### config.mk
export PLATFORM = sky130hd
export DESIGN_NAME = softmax_max_sub
export DESIGN_NICKNAME = d
export VERILOG_FILES = /design/src/rtl/softmax_max_sub.sv
export SDC_FILE = /design/constraint.sdc
export NUM_CORES = 1
export LEC_CHECK = 0
export BUFFER_PORTS_ARGS = -buffer_cell sky130_fd_sc_hd__buf_2
export CAP_MARGIN = 40
export CORE_MARGIN = 2
export CORE_UTILIZATION = 35
export DETAILED_ROUTE_END_ITERATION = 8
export REMOVE_ABC_BUFFERS = 1
export SYNTH_ARGS = -nofsm -noshare
export SYNTH_HDL_FRONTEND = slang
export SYNTH_SLANG_ARGS = --single-unit
### constraint.sdc
create_clock -name clk -period 18.1 [get_ports clk]
set_clock_uncertainty 0.15 [all_clocks]
set_input_delay 4.525 -clock clk [delete_from_list [all_inputs] [get_ports clk]]
set_output_delay 4.525 -clock clk [all_outputs]
set_load 0.05 [all_outputs]
### src/rtl/softmax_max_sub.sv
// softmax_max_sub: buffers one fp16 softmax vector, tracks its maximum while
// loading, then streams (x_i - max) one element per handshake to the
// exponent stage. The subtractor is a self-contained fp16 IEEE-754 core with
// round-to-nearest-even, gradual underflow and a DesignWare-style status byte
// {2'b0, inexact, huge, tiny, invalid, infinity, zero}.
module softmax_max_sub #(
  parameter int VEC_LEN    = 4,
  parameter int ADDR_WIDTH = 2,
  parameter int DATA_WIDTH = 16
) (
  input  logic                  clk,
  input  logic                  rst_n,
  input  logic                  in_valid,
  output logic                  in_ready,
  input  logic [DATA_WIDTH-1:0] in_data,
  output logic                  out_valid,
  input  logic                  out_ready,
  output logic [DATA_WIDTH-1:0] out_data,
  output logic [7:0]            out_status,
  output logic                  out_last
);

  typedef enum logic {
    ST_LOAD = 1'b0,
    ST_EMIT = 1'b1
  } state_e;

  localparam logic [ADDR_WIDTH-1:0] LAST_IDX = ADDR_WIDTH'(VEC_LEN - 1);
  localparam int                    DEPTH    = 2 ** ADDR_WIDTH;

  // Ordering key: maps fp16 to an unsigned value that sorts numerically,
  // with -0 placed just below +0.
  function automatic logic [15:0] fp16_key(input logic [15:0] x);
    logic [15:0] k;
    if (x[15]) begin
      k = ~x;
    end else begin
      k = x ^ 16'h8000;
    end
    return k;
  endfunction

  // fp16 a - b, RNE. Returns {status[7:0], result[15:0]}.
  function automatic logic [23:0] fp16_sub(input logic [15:0] a, input logic [15:0] b);
    logic        sa, sb, eff_sub, a_big, sl, found;
    logic [4:0]  ea, eb, el, es, d, lz, shamt;
    logic [10:0] ma, mb, ml, ms;
    logic [27:0] sh;
    logic [13:0] s_al, norm;
    logic [14:0] sum;
    logic [5:0]  en;
    logic        g, r, s, rnd_up, inexact;
    logic [15:0] pre, rounded, res;
    logic [7:0]  st;
    sa      = a[15];
    sb      = ~b[15];
    ea      = (a[14:10] == 5'd0) ? 5'd1 : a[14:10];
    eb      = (b[14:10] == 5'd0) ? 5'd1 : b[14:10];
    ma      = {(a[14:10] != 5'd0), a[9:0]};
    mb      = {(b[14:10] != 5'd0), b[9:0]};
    a_big   = (a[14:0] >= b[14:0]);
    eff_sub = sa ^ sb;
    el      = a_big ? ea : eb;
    es      = a_big ? eb : ea;
    ml      = a_big ? ma : mb;
    ms      = a_big ? mb : ma;
    sl      = a_big ? sa : sb;
    // Align the smaller operand; everything shifted past the round bit
    // collapses into a sticky LSB.
    d = el - es;
    if (d > 5'd14) begin
      d = 5'd14;
    end else begin
      d = d;
    end
    sh   = {ms, 3'b000, 14'b0} >> d;
    s_al = sh[27:14] | {13'b0, (|sh[13:0])};
    if (eff_sub) begin
      sum = {1'b0, ml, 3'b000} - {1'b0, s_al};
    end else begin
      sum = {1'b0, ml, 3'b000} + {1'b0, s_al};
    end
    // Normalise: carry-out shifts right, cancellation shifts left but never
    // below the minimum exponent (result becomes subnormal instead).
    lz    = 5'd14;
    found = 1'b0;
    for (int i = 13; i >= 0; i--) begin
      if (!found && sum[i]) begin
        lz    = 5'(13 - i);
        found = 1'b1;
      end
    end
    if (sum[14]) begin
      shamt = 5'd0;
      norm  = {sum[14:2], (sum[1] | sum[0])};
      en    = {1'b0, el} + 6'd1;
    end else begin
      shamt = (lz < (el - 5'd1)) ? lz : (el - 5'd1);
      norm  = sum[13:0] << shamt;
      en    = {1'b0, el} - {1'b0, shamt};
    end
    g       = norm[2];
    r       = norm[1];
    s       = norm[0];
    rnd_up  = g & (r | s | norm[3]);
    inexact = g | r | s;
    // Packing exponent and fraction lets the rounding carry ripple into the
    // exponent (subnormal->normal, mantissa overflow, overflow to Inf).
    pre     = {(norm[13] ? en : 6'd0), norm[12:3]};
    rounded = pre + {15'b0, rnd_up};
    if (sum == 15'd0) begin
      res = {(eff_sub ? 1'b0 : sa), 15'b0};
      st  = 8'b0000_0001;
    end else if (rounded[15:10] >= 6'd31) begin
      res = {sl, 5'h1f, 10'h000};
      st  = 8'b0011_0010;
    end else begin
      res = {sl, rounded[14:0]};
      st  = {2'b00, inexact, 1'b0, (rounded[14:10] == 5'd0), 3'b000};
    end
    return {st, res};
  endfunction

  state_e                state_q;
  logic [ADDR_WIDTH-1:0] wr_cnt_q, rd_cnt_q;
  logic [15:0]           max_q, max_d;
  logic [15:0]           vec_q [DEPTH];
  logic                  in_ready_q, out_valid_q, out_last_q;
  logic [15:0]           out_data_q;
  logic [7:0]            out_status_q;

  logic                  in_acc_s, out_acc_s;
  logic [ADDR_WIDTH-1:0] rd_nxt_s;
  logic [15:0]           sub_a_s, sub_b_s;
  logic [23:0]           sub_res_s;

  assign in_acc_s  = in_valid & in_ready_q;
  assign out_acc_s = out_valid_q & out_ready;
  assign sub_res_s = fp16_sub(sub_a_s, sub_b_s);

  assign in_ready   = in_ready_q;
  assign out_valid  = out_valid_q;
  assign out_data   = out_data_q;
  assign out_status = out_status_q;
  assign out_last   = out_last_q;

  // Running max and subtractor operand selection (element 0 on entry to
  // EMIT using the final max, otherwise the next element to emit).
  always_comb begin
    max_d    = max_q;
    rd_nxt_s = rd_cnt_q + {{(ADDR_WIDTH-1){1'b0}}, 1'b1};
    sub_a_s  = 16'h0000;
    sub_b_s  = 16'h0000;
    if (in_acc_s) begin
      if (wr_cnt_q == '0) begin
        max_d = in_data;
      end else if (fp16_key(in_data) > fp16_key(max_q)) begin
        max_d = in_data;
      end else begin
        max_d = max_q;
      end
    end else begin
      max_d = max_q;
    end
    if (state_q == ST_LOAD) begin
      sub_a_s = vec_q[0];
      sub_b_s = max_d;
    end else begin
      sub_a_s = vec_q[rd_nxt_s];
      sub_b_s = max_q;
    end
  end

  // Element buffer; contents need no reset.
  always_ff @(posedge clk) begin
    if (in_acc_s) begin
      vec_q[wr_cnt_q] <= in_data;
    end
  end

  // Control FSM with registered handshake and output data.
  always_ff @(posedge clk or negedge rst_n) begin
    if (!rst_n) begin
      state_q      <= ST_LOAD;
      wr_cnt_q     <= '0;
      rd_cnt_q     <= '0;
      max_q        <= 16'h0000;
      in_ready_q   <= 1'b1;
      out_valid_q  <= 1'b0;
      out_last_q   <= 1'b0;
      out_data_q   <= 16'h0000;
      out_status_q <= 8'h00;
    end else begin
      case (state_q)
        ST_LOAD: begin
          if (in_acc_s) begin
            max_q <= max_d;
            if (wr_cnt_q == LAST_IDX) begin
              wr_cnt_q     <= '0;
              rd_cnt_q     <= '0;
              state_q      <= ST_EMIT;
              in_ready_q   <= 1'b0;
              out_valid_q  <= 1'b1;
              out_last_q   <= 1'b0;
              out_data_q   <= sub_res_s[15:0];
              out_status_q <= sub_res_s[23:16];
            end else begin
              wr_cnt_q <= wr_cnt_q + {{(ADDR_WIDTH-1){1'b0}}, 1'b1};
            end
          end
        end
        ST_EMIT: begin
          if (out_acc_s) begin
            if (rd_cnt_q == LAST_IDX) begin
              rd_cnt_q    <= '0;
              state_q     <= ST_LOAD;
              in_ready_q  <= 1'b1;
              out_valid_q <= 1'b0;
              out_last_q  <= 1'b0;
            end else begin
              rd_cnt_q     <= rd_nxt_s;
              out_last_q   <= (rd_nxt_s == LAST_IDX);
              out_data_q   <= sub_res_s[15:0];
              out_status_q <= sub_res_s[23:16];
            end
          end
        end
        default: begin
          state_q     <= ST_LOAD;
          wr_cnt_q    <= '0;
          rd_cnt_q    <= '0;
          in_ready_q  <= 1'b1;
          out_valid_q <= 1'b0;
          out_last_q  <= 1'b0;
        end
      endcase
    end
  end

endmodule

==> results.toml, run 1 <==
[synthesis]
ys_types = 100
synthMostInstantiatedCell = "nand2_1"
ys_warn_count = 0
async_flop_share_pct = 40.74
ys.flop_type = "edfxtp_1"
yosys.area.top_type = "edfxtp_1"
yosysTopAreaCellShare_pct = 17.56
synth.area.top_cells = "edfxtp_1 18%, dfrtp_1 9.8%, ha_1 8.7%"
synth_area_per_cell_um2 = 8.457
ys_seq_area_share_pct = 27.64
synth_common_cells = "143 x nand2_1, 97 x nor2_1, 76 x ha_1"
syn_inst = 1294
synth-edff-count = 64
synth_seq_cells = 108
syn_area_mm2 = 0.01094

[die]
start_util_pct = 35.68
rows = 64
die_w_um = 180.8
io_pins = 47
die_h_um = 180.8
dieArea_mm2 = 0.03270
core_mm2 = 0.03067

[grt]
grt_overflow_total = 0
antenna_found_initial = 0
grt_util_met3_pct = 2.540
gr-usage-met1_pct = 30.14
grt_first_pass_wirelength_um = 58030
met2_usage_pct = 35.92
grt_pass1_vias = 10610
grt_usage_pct = 21.77
top_usage_layer = "met2"
grt_max_degree = 35

[setup_path]
startpoint_type = "primary input"
crit_path_end_kind = "flop"
cp_data_required_time_ps = 18210
cp_slowest_stage_delay_ps = 560
crit_arrival_ps = 17770
crit_slowest_cell = "o31ai_4"
crit_type = "in2reg"
crit_fanout = 10
path_common_cell = "buf_4"

[final_layout]
drive_gt1_share_pct = 28.92
design_area_mm2 = 0.01387
fin_cells = 1883
syn_to_final_growth_pct = 26.79
nets = 1581
diodes = 0

[power_and_ir_drop]
clkPwrFrac_pct = 41.1
ir_drop_uv = 41.47
total_power_w = 0.0004943
power_switching_w = 0.0001206
p_per_area_mw_per_mm2 = 35.62
internal-power_w = 0.0003736
p_seq_share_pct = 52.8
swShare_pct = 24.41
p_leak_nw = 6.019
pwr-share-comb_pct = 6.1

[timing]
min_period_ps = 17670
max_freq_mhz = 56.59
hold_viol = 0
setup_violations = 0
slew_headroom_pct = 40.69
tightest_slew_ps = 889.7
fin_crit_sh_pct = 97.62
slew_viol_final = 0

[place]
dp_hpwl_um = 28530
dpl_cell_area_mm2 = 0.01266
io_buffers = 43
place.gp.congestion = 0.9894
dp.cells = 1827

[route]
num_vias = 11020
drt-total-wl_um = 37520
drtPass1Iterations = 6
vias_per_cell = 5.853
ant_nets = 0
wl_per_cell_um = 19.93
drt-initial-drc-count = 1149
drc_errors = 0

[clock_network]
cts_tree = "built"
clock_sinks = 108
htreeDepth = 3
cts_buffers = 9
clockBufferDepth = 2
cts_hold_buf = 0
clk_latency_ps = 360
cts_root_buf = "clkbuf_16"
clk_pin_slew_ps = 90

[job]
max-cap-violations = 0

[worst_hold_path]
hp-class = "reg2reg"

[status]
status = "finished, final reports clean"
[stage by stage]
stage / setup slack (ps) / util [%] / hold WS (ps) / setup TNS (ps)
2_1_floorplan: -2978 / - / 329.3 / -50430
4_1_cts: 1.684 / 42.32 / 330.9 / 0
6_report: 430.4 / 45.24 / 327.4 / 0
5_1_grt: -137.7 / 45.24 / 361.2 / -935.4
3_3_place_gp: -60.52 / 41.00 / 307.4 / -197.6
3_5_place_dp: -376.6 / 41.27 / 307.1 / -5809
[state kept, by name (all words and copies together) (netlist names)]
name        count
out_last        1
rd_cnt_q        2
out_status      4
in_ready        1
out_valid       1
out_data       16
max_q          16
state_q         1
vec_q          64
wr_cnt_q        2
[power groups by stage]
stage	Combinational [W]	Clock, W	Sequential [W]
after floorplan	0.0000120	0	0.000266
after global placement	0.0000255	0	0.000266
after detailed placement	0.0000272	0	0.000266
after CTS	0.0000274	0.000207	0.000261
after global routing	0.0000324	0.000217	0.000261
final	0.0000300	0.000203	0.000261
[final timing paths]
kind,from,end,slack [ps],cells after the start
setup / recovery,in_data[15],out_status[5]$_DFFE_PN0P_,430,68
hold / removal,out_data[6]$_DFFE_PN0P_,out_data[6]$_DFFE_PN0P_,330,2
setup reg to reg,rd_cnt_q[0]$_DFFE_PN0P_,out_status[5]$_DFFE_PN0P_,3780,64
hold reg to reg,out_data[6]$_DFFE_PN0P_,out_data[6]$_DFFE_PN0P_,330,2
max in group asynchronous,rst_n,max_q[5]$_DFFE_PN0P_,13210,2
min in group asynchronous,rst_n,out_data[4]$_DFFE_PN0P_,4040,1
[logic make-up (layout without fill, tap and decap cells)]
group,count (synthesis),after routing,synth area share (%)
muxes,59,59,5.877
other,1,3,0.03427
AOI/OAI and AO/OA,400,400,26.97
buffers and inverters,149,340,5.740
adders and majority gates,79,79,9.239
DFF,108,108,27.64
and+or+nand+nor,430,430,19.06
xor gates and xnor gates,68,68,5.443
[routing by layer]
| layer | vias up | wire (um) |
|---|---|---|
| li1 | 5193 | - |
| met1 | 5327 | 17230 |
| met2 | 433 | 17420 |
| met3 | 68 | 2127 |
| met4 | 0 | 751 |
| met5 | - | 0 |
[critical path, delay by kind of cell]
| kind | cells | cell delay [ps] |
|---|---|---|
| compound gates | 26 | 5680 |
| xor+xnor | 4 | 590 |
| fa+ha+maj | 7 | 1920 |
| buf+inv | 13 | 1960 |
| mux | 3 | 770 |
| simple gates | 15 | 2260 |
[cell usage in the layout (no fill, tap or decap), drive strengths merged, types with 20 or more instances in the layout]
cell type and count:
a211oi 29, a21o 24, a21oi 72, buf 246, dfrtp 43, edfxtp 64, ha 76, inv 79
mux2 29, mux2i 29, nand2 143, nand2b 20, nand3 34, nor2 98, nor3 28, o21ai 71
o22ai 41, xnor2 40, xor2 28
[area by class of cell]
class	instances	area (um^2)
Fill cell	2958	16790
Multi-Input combinational cell	1039	7829
Sequential cell	108	3024
Timing Repair Buffer	249	1939
Tap cell	396	495.5
Inverter	75	284.0
Clock buffer	10	239.0
Clock inverter	6	63.81
[what timing repair did]
action,CTS,global route
hold endpoints to repair,0,0
setup buffers,0,36
setup endpoints to repair,14,18
gates resized for setup,5,129
pin swaps,0,68
gates cloned,0,4
Power figures use the tool's default switching activity.
==> run 2: changes to the inputs <==
--- a/config.mk
+++ b/config.mk
@@ -10,6 +10,7 @@
 export CORE_MARGIN = 2
 export CORE_UTILIZATION = 35
 export DETAILED_ROUTE_END_ITERATION = 8
+export RECOVER_POWER = 50
 export REMOVE_ABC_BUFFERS = 1
 export SYNTH_ARGS = -nofsm -noshare
 export SYNTH_HDL_FRONTEND = slang
==> constraint.sdc (replaced) <==
create_clock -name clk -period 19.35 [get_ports clk]
set_clock_uncertainty 0.15 [all_clocks]
set_input_delay 4.8375 -clock clk [delete_from_list [all_inputs] [get_ports clk]]
set_output_delay 4.8375 -clock clk [all_outputs]
set_load 0.05 [all_outputs]
==> results.toml, run 2 (synthesis results as in run 1) <==
[die]
rows = 64
die_w_um = 180.8
dieArea_mm2 = 0.03270
core_mm2 = 0.03067
die_h_um = 180.8
io_pins = 47
start_util_pct = 35.68

[timing]
setup_violations = 0
max_freq_mhz = 54.04
whs_ps = 326.3
min_period_ps = 18500
tightest_slew_ps = 1638
fin_crit_sh_pct = 95.63
slew_headroom_pct = -9.173
hold_viol = 0
slew_viol_final = 27

[grt]
grt_pass1_vias = 10060
antenna_found_initial = 0
grt_overflow_total = 0
grt_usage_pct = 21.47
grt_max_degree = 35
grt_first_pass_wirelength_um = 56460

[place]
place.gp.congestion = 0.9550
dpl_cell_area_mm2 = 0.01194
dp_hpwl_um = 28250
io_buffers = 43

[final_layout]
design_area_mm2 = 0.01253
top_register = "vec_q"
regArea_mm2 = 0.003024
drive_gt1_share_pct = 17.63
multiInputGateArea_mm2 = 0.007561
diodes = 0
syn_to_final_growth_pct = 14.53
largest_reg_flops = 64
layout_common_cells = "143 x nand2_1, 94 x nor2_1, 75 x ha_1, 72 x inv_1, 69 x buf_4"
nets = 1455
fin_util_pct = 40.87
final_common_cell = "nand2_1"
n_fill_cell = 3074

[power_and_ir_drop]
p_leak_nw = 5.334
ir_drop_uv = 63.74
p_per_area_mw_per_mm2 = 36.64
total_power_w = 0.0004592

[setup_path]
path_common_cell = "ha_1"
crit_type = "in2reg"
cp_data_required_time_ps = 19450
startpoint_type = "primary input"
crit_fanout = 10
path_buf_inv = 10
crit_slowest_cell = "or4_4"
crit_path_end_kind = "flop"
crit_arrival_ps = 18600
cp_top_family = "compound AO/OA/AOI/OAI gates"
cp_slowest_stage_delay_ps = 510

[clock_network]
clk_pin_slew_ps = 80
clock_sinks = 108
cts_root_buf = "clkbuf_16"
clockBufferDepth = 2
clk_latency_ps = 360
cts_tree = "built"
cts_buffers = 9
htreeDepth = 3

[route]
vias_per_cell = 5.917
num_vias = 10400
drt-total-wl_um = 36000
drtPass1Iterations = 6
ant_nets = 0
drt-initial-drc-count = 1060
drc_errors = 0
wl_per_cell_um = 20.49

[worst_hold_path]
hp-class = "reg2reg"

[status]
status = "finished with violations"
violations = "capacitance limit, slew limit"

[job]
max-cap-violations = 1
-- run 2: metrics by stage --
stage          std cells  TNS (ps)  worst slack, ps
3_3_place_gp        1725    -371.4           -41.35
3_5_place_dp        1732     -2479           -208.9
2_1_floorplan       1222    -33550            -2040
4_1_cts             1748         0            133.0
6_report            1757         0            845.0
5_1_grt             1757    -53.61           -53.61
-- run 2: cell type report --
| type | count | share of cell area (%) |
|---|---|---|
| sequential | 108 | 24.13 |
| timing repair buffer | 123 | 6.858 |
| multi-input combinational | 1039 | 60.33 |
| inverter | 75 | 2.266 |
| clock buffer | 9 | 1.797 |
| tap | 396 | 3.953 |
| clock inverter | 7 | 0.6689 |
-- run 2: routing by layer --
layer  vias up  track usage (%)  wire length (um)
met4         0            5.839               841
met2       368            35.85             16690
met5         -                0                 0
met3        60            2.681              2160
met1      5021            29.21             16310
li1       4947                -                 -
-- run 2: path summary, 6_finish.rpt --
path                                              start                   endpoint  slack [ps]  depth (start not counted)
worst max-delay path                        in_data[11]  out_status[5]$_DFFE_PN0P_         850                         67
worst min-delay path            out_data[6]$_DFFE_PN0P_    out_data[6]$_DFFE_PN0P_         330                          2
worst max register to register    max_q[15]$_DFFE_PN0P_  out_status[5]$_DFFE_PN0P_        4640                         66
worst min register to register  out_data[6]$_DFFE_PN0P_    out_data[6]$_DFFE_PN0P_         330                          2
max in group asynchronous                         rst_n       max_q[8]$_DFFE_PN0P_       12470                          2
min in group asynchronous                         rst_n    wr_cnt_q[1]$_DFFE_PN0P_        4500                          1
-- run 2: worst register-to-register path: cells and delay by family, from the launching register on --
family / cells / cell delay, ps
xor+xnor: 4 / 790
fa+ha+maj: 8 / 2250
buf+inv: 9 / 1390
mux: 1 / 110
compound gates: 22 / 4800
flops: 1 / 890
simple gates: 22 / 4230
-- run 2: power breakdown --
group | switching [W] | total [W] | internal [W]
logic | 0.0000165 | 0.0000241 | 0.00000763
registers | 0 | 0.000244 | 0.000244
clock network | 0.0000969 | 0.000191 | 0.0000941
-- run 2: repair_timing --
item	CTS	global route
endpoints found under the setup margin	0	18
hold buffers	0	0
buffers inserted	0	8
gates resized for setup	0	58
==> run 3: changes to the inputs <==
--- a/config.mk
+++ b/config.mk
@@ -5,11 +5,10 @@
 export SDC_FILE = /design/constraint.sdc
 export NUM_CORES = 1
 export LEC_CHECK = 0
-export BUFFER_PORTS_ARGS = -buffer_cell sky130_fd_sc_hd__buf_2
-export CAP_MARGIN = 40
 export CORE_MARGIN = 2
 export CORE_UTILIZATION = 35
 export DETAILED_ROUTE_END_ITERATION = 8
+export DONT_BUFFER_PORTS = 1
 export RECOVER_POWER = 50
 export REMOVE_ABC_BUFFERS = 1
 export SYNTH_ARGS = -nofsm -noshare
==> results.toml, run 3 (synthesis results as in run 1) <==
[status]
status = "finished, final reports clean"

[setup_path]
cp_slowest_stage_delay_ps = 580
crit_arrival_ps = 18640
reg2regPathDepth = 67
crit_fanout = 20
cp_data_required_time_ps = 19450
cp_top_family = "compound AO/OA/AOI/OAI gates"
crit_slowest_cell = "or4_4"
path_buf_inv = 10
crit_path_end_kind = "flop"
crit_type = "in2reg"
path_common_cell = "ha_1"
startpoint_type = "primary input"
cp.depth = 67

[final_layout]
regArea_mm2 = 0.003024
drive_gt1_share_pct = 15.21
nets = 1396
final_common_cell = "nand2_1"
n_fill_cell = 3065
largest_reg_flops = 64
multiInputGateArea_mm2 = 0.007594
top_register = "vec_q"
syn_to_final_growth_pct = 11.28
fin_cells = 1698
layout_common_cells = "142 x nand2_1, 95 x nor2_1, 74 x ha_1, 72 x inv_1"
diodes = 0

[clock_network]
cts_buffers = 9
clk_latency_ps = 350
htreeDepth = 3
clockBufferDepth = 2
cts_hold_buf = 0
cts_root_buf = "clkbuf_16"
clock_sinks = 108
clk_pin_slew_ps = 80
cts_tree = "built"

[timing]
slew_viol_final = 0
max_freq_mhz = 53.94
fin_tns_setup_ps = 0
fin_crit_sh_pct = 95.81
min_period_ps = 18540
slew_headroom_pct = 25.33
hold_viol = 0
setup_violations = 0
tightest_slew_ps = 1120

[job]
max-cap-violations = 0

[place]
place.gp.congestion = 0.9684
dp_hpwl_um = 27430
io_buffers = 0
dp.cells = 1672

[route]
drc_errors = 0
wl_per_cell_um = 20.81
drt-total-wl_um = 35340
vias_per_cell = 6.014
drtPass1Iterations = 6
drt-initial-drc-count = 909
ant_nets = 0
num_vias = 10210

[power_and_ir_drop]
ir_drop_uv = 40.42
p_leak_nw = 5.057
p_per_area_mw_per_mm2 = 36.52

[worst_hold_path]
hp-class = "reg2reg"
worstHoldPathCells = 2

[die]
io_pins = 47
rows = 64
die_w_um = 180.8
die_h_um = 180.8
start_util_pct = 35.68
dieArea_mm2 = 0.03270
core_mm2 = 0.03067

[grt]
grt_overflow_total = 0
grt_usage_pct = 20.85
antenna_found_initial = 0
grt_first_pass_wirelength_um = 55060
grt_pass1_vias = 9882
grt_max_degree = 45
run 3: report_power, final:
part / total, W / switching (W) / internal (W)
clock network: 0.000186 / 0.0000876 / 0.0000982
logic: 0.0000149 / 0.00000850 / 0.00000638
registers: 0.000244 / 0 / 0.000244
total: 0.000445 / 0.0000961 / 0.000349
run 3: path summary, 6_finish.rpt:
kind	slack, ps	end	from
max	810	out_status[5]$_DFFE_PN0P_	in_data[15]
min	380	rd_cnt_q[1]$_DFFE_PN0P_	rd_cnt_q[1]$_DFFE_PN0P_
max reg2reg	4340	out_status[5]$_DFFE_PN0P_	max_q[15]$_DFFE_PN0P_
min reg2reg	380	rd_cnt_q[1]$_DFFE_PN0P_	rd_cnt_q[1]$_DFFE_PN0P_
max in group asynchronous	14850	in_ready$_DFFE_PN1P_	rst_n
min in group asynchronous	4020	out_data[7]$_DFFE_PN0P_	rst_n
run 3: layer usage:
metal	up-vias	GRT usage (%)	routed length, um
li1	4824	-	-
met3	69	2.499	1919
met5	-	0	0
met2	409	34.25	16390
met4	0	6.839	1025
met1	4910	28.43	16010
run 3: what timing repair did:
| action | in CTS | in global routing |
|---|---|---|
| setup buffers | 0 | 9 |
| endpoints found under the setup margin | 0 | 18 |
| resized for setup | 0 | 61 |
run 3: per-stage QoR:
| stage | setup WS [ps] | util (%) | area, um^2 | hold slack (ps) | total power, W |
|---|---|---|---|---|---|
| global route | -50.86 | 39.71 | 12180 | 437.0 | 0.0004578 |
| CTS | 32.67 | 38.54 | 11820 | 388.9 | 0.0004472 |
| detailed placement | -257.6 | 37.58 | 11530 | 370.8 | 0.0002638 |
| floorplan | -2040 | - | 10610 | 329.3 | 0.0002604 |
| finish | 811.3 | 39.71 | 12180 | 384.7 | 0.0004448 |
| global placement | -40.23 | 37.58 | 11530 | 350.1 | 0.0002633 |
run 3: worst reg2reg max path, delay by kind of cell (launching register included):
family	cells	cell delay (ps)
AO/OA/AOI/OAI	26	5570
AND/OR/NAND/NOR	21	4200
adder cells (fa/ha/maj)	7	1960
buffers and inverters	10	1550
flip-flops	1	880
XOR/XNOR	2	300
multiplexers	1	280
run 3: final cells by class:
type | instances | share of cell area (%)
repair buffers | 63 | 3.986
clock buffers | 11 | 2.117
well taps | 396 | 4.069
inverters | 75 | 2.332
multi-input cells | 1040 | 62.36
flip-flops and latches | 108 | 24.83
clock inverters | 5 | 0.3082
